===== src/rtl/sram_pkg.sv =====
// sram_pkg: shared SRAM geometry defaults and request bundle type
package sram_pkg;
    localparam int SRAM_WIDTH = 32;
    localparam int SRAM_DEPTH = 256;
    localparam int SRAM_AW = $clog2(SRAM_DEPTH);
    localparam int SRAM_RSP_DEPTH = 2;
    typedef struct packed {
        logic                  we;
        logic [SRAM_AW-1:0]    addr;
        logic [SRAM_WIDTH-1:0] wdata;
    } sram_req_t;
endpackage


===== src/rtl/sram_rsp_fifo.sv =====
// sram_rsp_fifo: registered sync FIFO with occupancy count, head read straight from storage
module sram_rsp_fifo #(
    parameter int WIDTH = 32,
    parameter int DEPTH = 2,
    localparam int PW = $clog2(DEPTH),
    localparam int CW = $clog2(DEPTH + 1)
) (
    input  logic             clk,
    input  logic             rst,
    input  logic             push,
    input  logic [WIDTH-1:0] din,
    input  logic             pop,
    output logic [WIDTH-1:0] dout,
    output logic [CW-1:0]    count
);
    logic [WIDTH-1:0] mem [DEPTH];
    logic [PW-1:0] wr_ptr, rd_ptr;
    function automatic logic [PW-1:0] nxt(input logic [PW-1:0] p);
        return p == PW'(DEPTH - 1) ? '0 : p + PW'(1);
    endfunction
    always_ff @(posedge clk or posedge rst) begin
        if (rst) begin
            wr_ptr <= '0;
            rd_ptr <= '0;
            count  <= '0;
        end else begin
            wr_ptr <= push ? nxt(wr_ptr) : wr_ptr;
            rd_ptr <= pop ? nxt(rd_ptr) : rd_ptr;
            count  <= count + CW'(push) - CW'(pop);
        end
    end
    always_ff @(posedge clk) begin
        if (push) mem[wr_ptr] <= din;
    end
    assign dout = mem[rd_ptr];
endmodule


===== src/rtl/sram_req_adapter.sv =====
// sram_req_adapter: valid/ready front end for a 1-cycle SRAM with credit-limited response buffer
module sram_req_adapter
    import sram_pkg::*;
#(
    parameter int WIDTH = SRAM_WIDTH,
    parameter int DEPTH = SRAM_DEPTH,
    parameter int RSP_DEPTH = SRAM_RSP_DEPTH,
    localparam int AW = $clog2(DEPTH)
) (
    input  logic             clk,
    input  logic             rst,
    input  logic             req_valid_i,
    output logic             req_ready_o,
    input  logic             req_we_i,
    input  logic [AW-1:0]    req_addr_i,
    input  logic [WIDTH-1:0] req_wdata_i,
    output logic             rsp_valid_o,
    input  logic             rsp_ready_i,
    output logic [WIDTH-1:0] rsp_rdata_o,
    output logic             sram_en_o,
    output logic             sram_we_o,
    output logic [AW-1:0]    sram_addr_o,
    output logic [WIDTH-1:0] sram_din_o,
    input  logic [WIDTH-1:0] sram_dout_i
);
    localparam int CW = $clog2(RSP_DEPTH + 1);
    localparam int IW = CW + 1;
    logic             rd_pend, push, pop, empty;
    logic [CW-1:0]    count;
    logic [IW-1:0]    inflight;
    logic [WIDTH-1:0] head;
    always_comb begin
        empty       = count == '0;
        inflight    = IW'(count) + IW'(rd_pend);
        req_ready_o = !rst && (req_we_i || inflight < IW'(RSP_DEPTH));
        sram_en_o   = req_valid_i && req_ready_o;
        sram_we_o   = req_we_i;
        sram_addr_o = req_addr_i;
        sram_din_o  = req_wdata_i;
        push        = rd_pend && !(empty && rsp_ready_i);
        pop         = rsp_ready_i && !empty;
        rsp_valid_o = rd_pend || !empty;
        rsp_rdata_o = empty ? sram_dout_i : head;
    end
    always_ff @(posedge clk or posedge rst) begin
        if (rst) rd_pend <= 1'b0;
        else     rd_pend <= sram_en_o && !req_we_i;
    end
    sram_rsp_fifo #(.WIDTH(WIDTH), .DEPTH(RSP_DEPTH)) u_fifo (
        .clk   (clk),
        .rst   (rst),
        .push  (push),
        .din   (sram_dout_i),
        .pop   (pop),
        .dout  (head),
        .count (count)
    );
    // Read credits bound occupancy, so a push into a full buffer means the credit logic broke
    assert property (@(posedge clk) disable iff (rst) !(push && count == CW'(RSP_DEPTH)));
endmodule


===== config.mk =====
export PLATFORM = sky130hd
export DESIGN_NAME = sram_req_adapter
export DESIGN_NICKNAME = d
export VERILOG_FILES = /design/src/rtl/sram_pkg.sv /design/src/rtl/sram_rsp_fifo.sv /design/src/rtl/sram_req_adapter.sv
export SDC_FILE = /design/constraint.sdc
export NUM_CORES = 1
export LEC_CHECK = 0
export ABC_AREA = 1
export BUFFER_PORTS_ARGS = -buffer_cell sky130_fd_sc_hd__buf_2
export CAP_MARGIN = 40
export CORE_ASPECT_RATIO = 0.8
export CORE_MARGIN = 8
export CORE_UTILIZATION = 51
export DETAILED_ROUTE_END_ITERATION = 12
export GPL_TIMING_DRIVEN = 1
export PLACE_DENSITY = 0.86
export SYNTH_ARGS = -nofsm -noshare
export SYNTH_HDL_FRONTEND = slang
export SYNTH_SLANG_ARGS = --single-unit

===== constraint.sdc =====
create_clock -name clk -period 4.9 [get_ports clk]
set_input_delay 0.49 -clock clk [delete_from_list [all_inputs] [get_ports clk]]
set_output_delay 0.49 -clock clk [all_outputs]
set_load 0.1 [all_outputs]

==> impl_metrics.toml, run 1 <==
[floorplanning]
die_y_um = 89.2
die-width_um = 108
initial_core_util = 0.530
floorplan.io_pins = 153
rows = 26
core-area_mm2 = 0.00644
dieArea_mm2 = 0.00959

[synth]
synthesis.instances = 322
yosysWarningCount = 0
yosysTopAreaCellShare = 0.563
syn_area_mm2 = 0.00342
synth_area_leaders = "edfxtp_1 56%, buf_4 9.5%, nand2_1 7.9%"
ys_ff_latch = 69
ys_types = 25
yosysTopAreaCell = "edfxtp_1"
avgSynthCellArea_um2 = 10.6
seq_area_frac_synth = 0.599
syn_nets = 401

[global_routing]
grt_start_max_net_pins = 46
first_global_vias = 2159
antenna_found_initial = 0
grt_pass1_wl_um = 10300
overflow = 0
track_usage = 0.139

[route]
firstDrtPassIters = 4
drt-wirelength-per-cell_um = 14.6
drc = 0
drt-total-wl_um = 6460
drtIter0Drc = 81
num_vias = 2083
ant_nets = 0
routed_via_density = 4.70

[clock_network]
post_cts_resized = 0
hold_buffers = 0
post-cts-setup-buffers = 0
clk_pin_slew_ns = 0.07
cts_tree = "built"
clk_latency_ns = 0.33
cts_buffers = 9
root_buffer = "clkbuf_8"
ctsLongestPathBuffers = 2
cts_sinks = 69
htree_levels = 3

[setup_path]
path_class = "flip-flop to output pin"
worst-r2r-cell-count = 6
startpoint = "u_fifo.count[1]$_DFF_PP0_"
cp_max_fo = 37
reg2reg_to = "u_fifo.mem[0][21]$_DFFE_PP_"
r2r_start = "u_fifo.count[1]$_DFF_PP0_"
arrival_ns = 2.56
crit_path_end_kind = "output pin"
worstSetupStartpointType = "flip-flop"
rrSetupSlack_ns = 2.23
cp.required_ns = 4.41

[timing]
slew_viol_final = 0
slew_headroom = 0.562
finalSetupTns_ns = 0
setup_viol = 0
period_minus_slack_ns = 3.05
worstMarginPinSlew_ns = 0.655
timing.final.hold_violations = 0
rsz0062_at_grt = "false"
period_share = 0.621
fmax_mhz = 328
timing.hold.ws_ns = 0.0675
fin_skew_ns = 0.00621

[finish]
nets = 433
drive_gt1_frac = 0.306
fin_area_mm2 = 0.00376
antenna_cells = 0
layout_common_cells = "72 x nand2_1, 72 x buf_2, 64 x edfxtp_1, 46 x inv_1, 34 x o21ai_0"
syn_to_final_growth_pct = 10.2
finish.utilization = 0.584
fillerInstances = 553

[place]
globalplace.congestion = 0.721
port_buffers = 72
dpl.hpwl_um = 4840
placed_area_mm2 = 0.00353

[flow_run]
max_cap_violations = 0

[worst_hold_path]
hold_path_class = "input port to async pin"

[status]
status = "finished clean"
==> worst max path at each step <==
stage	to	depth (start not counted)
finish	rsp_rdata_o[28]	5
floorplan	rsp_rdata_o[30]	4
global placement	rsp_rdata_o[16]	5
global route	rsp_rdata_o[1]	5
CTS	rsp_rdata_o[28]	5
detailed placement	u_fifo.mem[0][29]$_DFFE_PP_	6
==> kinds of logic (layout without fill, tap and decap cells) <==
kind of cell | after synthesis | after routing | synth area share
adder cells (fa/ha/maj) | 2 | 2 | 0.00732
AO/OA/AOI/OAI | 65 | 65 | 0.107
buffers and inverters | 101 | 138 | 0.175
XOR/XNOR | 3 | 3 | 0.00989
AND/OR/NAND/NOR | 82 | 82 | 0.101
flip-flops | 69 | 69 | 0.599
==> through the flow <==
stage / instances / setup slack, ns
after global routing: 443 / 1.64
final: 443 / 1.85
after floorplan: 322 / 1.58
after CTS: 443 / 1.82
after global placement: 425 / 2.26
after detailed placement: 427 / 2.19
==> synth_stat cells, drive strengths merged <==
master / instances
ha: 2
nor2: 4
xnor2: 1
xor2: 2
buf: 51
dfrtp: 5
a21oi: 1
edfxtp: 64
nand3: 1
nand2: 75
or2: 1
clkbuf: 4
nand4: 1
inv: 46
o21ai: 64
==> state kept, by name, indices dropped and copies added (netlist names) <==
| register | count |
|---|---|
| u_fifo.rd_ptr | 1 |
| rd_pend | 1 |
| u_fifo.wr_ptr | 1 |
| u_fifo.count | 2 |
| u_fifo.mem | 64 |
==> final cells by class <==
| type | instances | area, um^2 | share of cell area |
|---|---|---|---|
| multi-input combinational | 152 | 778 | 0.207 |
| timing repair buffer | 76 | 423 | 0.112 |
| inverter | 46 | 173 | 0.0459 |
| sequential | 69 | 2050 | 0.544 |
| clock buffer | 9 | 124 | 0.0329 |
| tap | 84 | 105 | 0.0279 |
| clock inverter | 7 | 114 | 0.0302 |
==> worst max-delay path, cell delays in order (launching register included) <==
cell and delay [ns]:
dfrtp_1 0.46, nor2_4 0.56, buf_4 0.52, nand2_1 0.14, o21ai_2 0.08, buf_2 0.43
==> metal layers <==
| layer | GRT usage | part of all wire | wire, um | up-vias |
|---|---|---|---|---|
| li1 | - | - | - | 1075 |
| met1 | 0.148 | 0.39 | 2530 | 905 |
| met2 | 0.243 | 0.52 | 3390 | 89 |
| met3 | 0.0584 | 0.076 | 488 | 14 |
| met4 | 0.0503 | 0.0091 | 59 | 0 |
| met5 | 0 | 0 | 0 | - |
Power of run 1 is not shown: default switching activity piles up to over one toggle a cycle in this logic, so the estimate is an artifact.
==> inputs of run 2 (changes only) <==
--- a/config.mk
+++ b/config.mk
@@ -5,15 +5,15 @@
 export SDC_FILE = /design/constraint.sdc
 export NUM_CORES = 1
 export LEC_CHECK = 0
-export ABC_AREA = 1
+export ABC_AREA = 0
 export BUFFER_PORTS_ARGS = -buffer_cell sky130_fd_sc_hd__buf_2
 export CAP_MARGIN = 40
 export CORE_ASPECT_RATIO = 0.8
 export CORE_MARGIN = 8
-export CORE_UTILIZATION = 51
+export CORE_UTILIZATION = 42
 export DETAILED_ROUTE_END_ITERATION = 12
 export GPL_TIMING_DRIVEN = 1
-export PLACE_DENSITY = 0.86
+export PLACE_DENSITY = 0.76
 export SYNTH_ARGS = -nofsm -noshare
 export SYNTH_HDL_FRONTEND = slang
 export SYNTH_SLANG_ARGS = --single-unit
==> constraint.sdc (replaced) <==
create_clock -name clk -period 2.7 [get_ports clk]
set_input_delay 0.27 -clock clk [delete_from_list [all_inputs] [get_ports clk]]
set_output_delay 0.27 -clock clk [all_outputs]
set_load 0.1 [all_outputs]
==> run 2 against run 1 <==
Effect of this change: register-to-register slack worse by 1.6 ns; clock skew up 0.0015 ns; die area up 14%; synthesized cell count down 23%.
==> impl_metrics.toml, run 2 <==
[timing]
slew_headroom = 0.479
period_minus_slack_ns = 2.35
fin_skew_ns = 0.00766
worstMarginPinSlew_ns = 0.781
fmax_mhz = 426
finalSetupTns_ns = 0
slew_viol_final = 0
period_share = 0.869
rsz0062_at_grt = "false"
timing.final.hold_violations = 0
setup_viol = 0

[global_routing]
antenna_found_initial = 0
overflow = 0
grt_start_max_net_pins = 38
first_global_vias = 1999
grt_pass1_wl_um = 10300
track_usage = 0.123

[synth]
synth_common_cells = "64 x edfxtp_1, 42 x buf_4, 33 x nor3_1, 32 x a21oi_1, 32 x mux2i_1"
seq_area_frac_synth = 0.620
ys_types = 23
synth_ff_type = "edfxtp_1"
yosysWarningCount = 0
synth_edf_count = 64
syn_nets = 327
ys_ff_latch = 69
synth_area_leaders = "edfxtp_1 58%, mux2i_1 9.7%, buf_4 9.5%"
yosysTopAreaCellShare = 0.582
syn_area_mm2 = 0.00330
ys_async_sr_fraction = 0.0725
yosysTopAreaCell = "edfxtp_1"
avgSynthCellArea_um2 = 13.3
synthMostInstantiatedCell = "edfxtp_1"
synthesis.instances = 248

[route]
highest_layer = "met4"
route.met2.wl_um = 3130
drtIter0Drc = 96
drc = 0
wl_met1_um = 2880
drt-total-wl_um = 6610
drt-wirelength-per-cell_um = 16.8
firstDrtPassIters = 4
met3_length_um = 498
num_vias = 1954
ant_nets = 0
routed_via_density = 4.97

[finish]
antenna_cells = 0
layout_common_cells = "72 x buf_2, 64 x edfxtp_1, 33 x nor3_1, 32 x mux2i_1, 32 x a21oi_1"
final_common_cell = "buf_2"
fillerInstances = 709
largest_register = "u_fifo.mem"
syn_to_final_growth_pct = 11.0
regArea_mm2 = 0.00205
multi_input_area_um2 = 811
largest_reg_flops = 64
nets = 360
drive_gt1_frac = 0.340
reg.largest.list = "u_fifo.mem x64, u_fifo.count x2"

[setup_path]
path_class = "flip-flop to output pin"
worst-r2r-cell-count = 3
cp_max_fo = 25
arrival_ns = 2.08
rrSetupSlack_ns = 0.66
worstSetupStartpointType = "flip-flop"
reg2reg_to = "u_fifo.mem[1][22]$_DFFE_PP_"
r2r_start = "u_fifo.count[0]$_DFF_PP0_"
cp.required_ns = 2.43
crit_path_end_kind = "output pin"

[clock_network]
htree_levels = 3
ctsLongestPathBuffers = 2
cts_tree = "built"
clk_pin_slew_ns = 0.07
root_buffer = "clkbuf_8"
cts_sinks = 69
clk_latency_ns = 0.33
post_cts_resized = 0
cts_buffers = 9

[flow_run]
max_cap_violations = 0

[floorplanning]
dieArea_mm2 = 0.0110
die-width_um = 115
die_y_um = 95.3
rows = 29
initial_core_util = 0.425
core-area_mm2 = 0.00776
floorplan.io_pins = 153

[status]
status = "finished clean"

[place]
port_buffers = 72
globalplace.congestion = 0.693
dpl.hpwl_um = 4340

[worst_hold_path]
hold_depth = 2
hold_end = "rd_pend$_DFF_PP0_"
worstHoldStart = "req_we_i"
hold_path_class = "input port to flip-flop"
run 2: cell count changes in the layout (fill, tap and decap cells not counted), moves of 19 or more:
cell and change:
nor3_1 +33, o21ai_0 -33, mux2i_1 +32, inv_1 -41, o21ai_1 -19, a21oi_1 +31
nand2_1 -71
run 2: critical path: stages, from the launching register on:
cell	delay, ns
dfrtp_1	0.39
or2_1	0.38
buf_4	0.30
a21oi_1	0.21
buf_2	0.46
run 2: final cells by class:
| cell class | count | share of cell area |
|---|---|---|
| sequential | 69 | 0.559 |
| multi-input combinational | 117 | 0.221 |
| timing repair buffer | 79 | 0.122 |
| tap | 108 | 0.0369 |
| clock buffer | 10 | 0.0348 |
| clock inverter | 5 | 0.0208 |
| inverter | 5 | 0.00512 |
run 2: worst max path at each step:
stage	from	endpoint	slack [ns]
floorplan	u_fifo.count[1]$_DFF_PP0_	rsp_rdata_o[0]	0.13
global placement	u_fifo.count[0]$_DFF_PP0_	u_fifo.mem[1][14]$_DFFE_PP_	0.66
detailed placement	u_fifo.count[0]$_DFF_PP0_	u_fifo.mem[1][11]$_DFFE_PP_	0.62
CTS	u_fifo.count[1]$_DFF_PP0_	rsp_rdata_o[2]	0.34
global route	u_fifo.count[1]$_DFF_PP0_	rsp_rdata_o[17]	0.24
finish	u_fifo.count[1]$_DFF_PP0_	rsp_rdata_o[2]	0.35
run 2: kinds of logic after synthesis:
| group | synth area share |
|---|---|
| AO/OA/AOI/OAI | 0.0602 |
| XOR/XNOR | 0.00796 |
| adder cells (fa/ha/maj) | 0.00758 |
| buffers and inverters | 0.137 |
| flip-flops | 0.620 |
| multiplexers | 0.0970 |
| AND/OR/NAND/NOR | 0.0701 |
run 2: metal layers:
metal / GRT usage / vias to the layer above
met3: 0.0532 / 23
met2: 0.198 / 66
met4: 0.0393 / 0
met1: 0.146 / 931
li1: - / 934
met5: 0 / -
run 2: repair_timing:
item,CTS,global route
buffers inserted,0,0
endpoints found under the hold margin,5,0
hold buffers,1,0
run 2: metrics by stage:
| step | setup slack (ns) | instances | hold WS, ns | area (um^2) | utilization |
|---|---|---|---|---|---|
| 2_1_floorplan | 0.132 | 248 | 0.0485 | 3300 | - |
| 3_3_place_gp | 0.655 | 376 | 0.200 | 3420 | 0.441 |
| 3_5_place_dp | 0.619 | 377 | 0.205 | 3450 | 0.444 |
| 4_1_cts | 0.336 | 393 | 0.110 | 3660 | 0.472 |
| 5_1_grt | 0.240 | 393 | 0.115 | 3660 | 0.472 |
| 6_report | 0.352 | 393 | 0.124 | 3660 | 0.472 |
Power of run 2 is left out for the same reason.
==> inputs of run 3 (changes only) <==
--- a/config.mk
+++ b/config.mk
@@ -10,10 +10,11 @@
 export CAP_MARGIN = 40
 export CORE_ASPECT_RATIO = 0.8
 export CORE_MARGIN = 8
-export CORE_UTILIZATION = 42
+export CORE_UTILIZATION = 47
 export DETAILED_ROUTE_END_ITERATION = 12
 export GPL_TIMING_DRIVEN = 1
-export PLACE_DENSITY = 0.76
+export PLACE_DENSITY = 0.8
+export RECOVER_POWER = 100
 export SYNTH_ARGS = -nofsm -noshare
 export SYNTH_HDL_FRONTEND = slang
 export SYNTH_SLANG_ARGS = --single-unit
==> constraint.sdc (replaced) <==
create_clock -name clk -period 2.4 [get_ports clk]
set_input_delay 0.24 -clock clk [delete_from_list [all_inputs] [get_ports clk]]
set_output_delay 0.24 -clock clk [all_outputs]
set_load 0.1 [all_outputs]
==> run 3 against run 2 <==
Effect of this change: register-to-register slack worse by 0.21 ns; critical path type unchanged; critical endpoint is now rsp_rdata_o[26]; clock skew is 0.0035 ns lower; highest routed layer unchanged; count of clock-buffer cells in the layout stayed put.
==> impl_metrics.toml, run 3 (same netlist as run 2, synthesis figures left out) <==
[finish]
drive_gt1_frac = 0.254
layout_common_cells = "64 x edfxtp_1, 35 x clkbuf_1, 35 x clkbuf_2, 33 x nor3_1, 32 x mux2i_1"
final_common_cell = "edfxtp_1"
fillerInstances = 621
largest_register = "u_fifo.mem"
antenna_cells = 0
largest_reg_flops = 64
syn_to_final_growth_pct = 9.62
fin_area_mm2 = 0.00362
reg.largest.list = "u_fifo.mem x64, u_fifo.count x2"
finish.utilization = 0.528
nets = 365
fin_cells = 378

[place]
dp_cells = 361
globalplace.congestion = 0.697
placed_area_mm2 = 0.00349
dpl.hpwl_um = 4330
port_buffers = 72

[route]
ant_nets = 0
drt-total-wl_um = 6260
routed_via_density = 5.18
drtIter0Drc = 111
num_vias = 1958
drt-wirelength-per-cell_um = 16.6
firstDrtPassIters = 4
drc = 0

[timing]
period_minus_slack_ns = 2.22
timing.hold.ws_ns = 0.0987
rsz0062_at_grt = "false"
slew_headroom = 0.228
fmax_mhz = 451
period_share = 0.924
setup_viol = 0
worstMarginPinSlew_ns = 1.16
timing.final.hold_violations = 0
fin_skew_ns = 0.00412
slew_viol_final = 0

[floorplanning]
die-width_um = 110
floorplan.io_pins = 153
core-area_mm2 = 0.00686
initial_core_util = 0.481
dieArea_mm2 = 0.00998
die_y_um = 91.0
rows = 27

[clock_network]
cts_sinks = 69
post_cts_resized = 0
post-cts-setup-buffers = 0
htree_levels = 3
ctsLongestPathBuffers = 2
cts_tree = "built"
root_buffer = "clkbuf_8"
clk_latency_ns = 0.33
clk_pin_slew_ns = 0.07
cts_buffers = 9

[setup_path]
crit_path_end_kind = "output pin"
arrival_ns = 1.98
path_class = "flip-flop to output pin"
worstSetupStartpointType = "flip-flop"
cp_max_fo = 14
cp.required_ns = 2.16

[global_routing]
antenna_found_initial = 0
track_usage = 0.129
overflow = 0
grt_pass1_wl_um = 10100
first_global_vias = 2055
grt_start_max_net_pins = 33

[worst_hold_path]
hold_path_class = "input port to flip-flop"

[flow_run]
max_cap_violations = 0

[status]
status = "finished clean"
-- run 3: path summary, 6_finish.rpt --
path                                                start                          end  slack [ns]  depth (start not counted)
worst min-delay path                             req_we_i            rd_pend$_DFF_PP0_         0.1                          2
worst max register to register  u_fifo.count[1]$_DFF_PP0_  u_fifo.mem[0][29]$_DFFE_PP_        0.45                          4
worst max-delay path            u_fifo.count[1]$_DFF_PP0_              rsp_rdata_o[26]        0.18                          4
worst min register to register  u_fifo.wr_ptr$_DFFE_PP0N_    u_fifo.wr_ptr$_DFFE_PP0N_        0.55                          2
max in group asynchronous                             rst    u_fifo.rd_ptr$_DFFE_PP0P_        1.79                          3
min in group asynchronous                             rst            rd_pend$_DFF_PP0_        0.39                          3
-- run 3: layer usage --
layer  part of all wire  wire (um)  global-route usage  vias to the layer above
met5                  0          0                   0                        -
met4              0.020        125              0.0505                        0
met3              0.071        445              0.0452                       23
met2               0.49       3090               0.213                       61
met1               0.41       2600               0.151                      927
li1                   -          -                   -                      947
-- run 3: what timing repair did --
item	in CTS	in global routing
endpoints found under the hold margin	5	0
endpoints found under the setup margin	0	0
hold buffers	1	0
-- run 3: layout make-up --
type,count,area [um^2],share of cell area
sequential,69,2050,0.566
multi-input combinational,117,823,0.227
timing repair buffer,84,430,0.119
clock buffer,10,128,0.0353
tap,87,109,0.0301
clock inverter,6,62.6,0.0173
inverter,5,18.8,0.00518
-- run 3: critical path, cell delays in order, from the launching register on --
cell      delay [ns]
dfrtp_1         0.40
or2_1           0.34
buf_4           0.24
a21oi_1         0.18
clkbuf_2        0.48
-- run 3: per-stage QoR --
step / TNS (ns) / worst slack [ns]
after floorplan: -3.32 / -0.138
after global placement: 0 / 0.528
after detailed placement: 0 / 0.482
after CTS: 0 / 0.178
after global routing: 0 / 0.0704
final: 0 / 0.182
Power of run 3 is left out for the same reason.
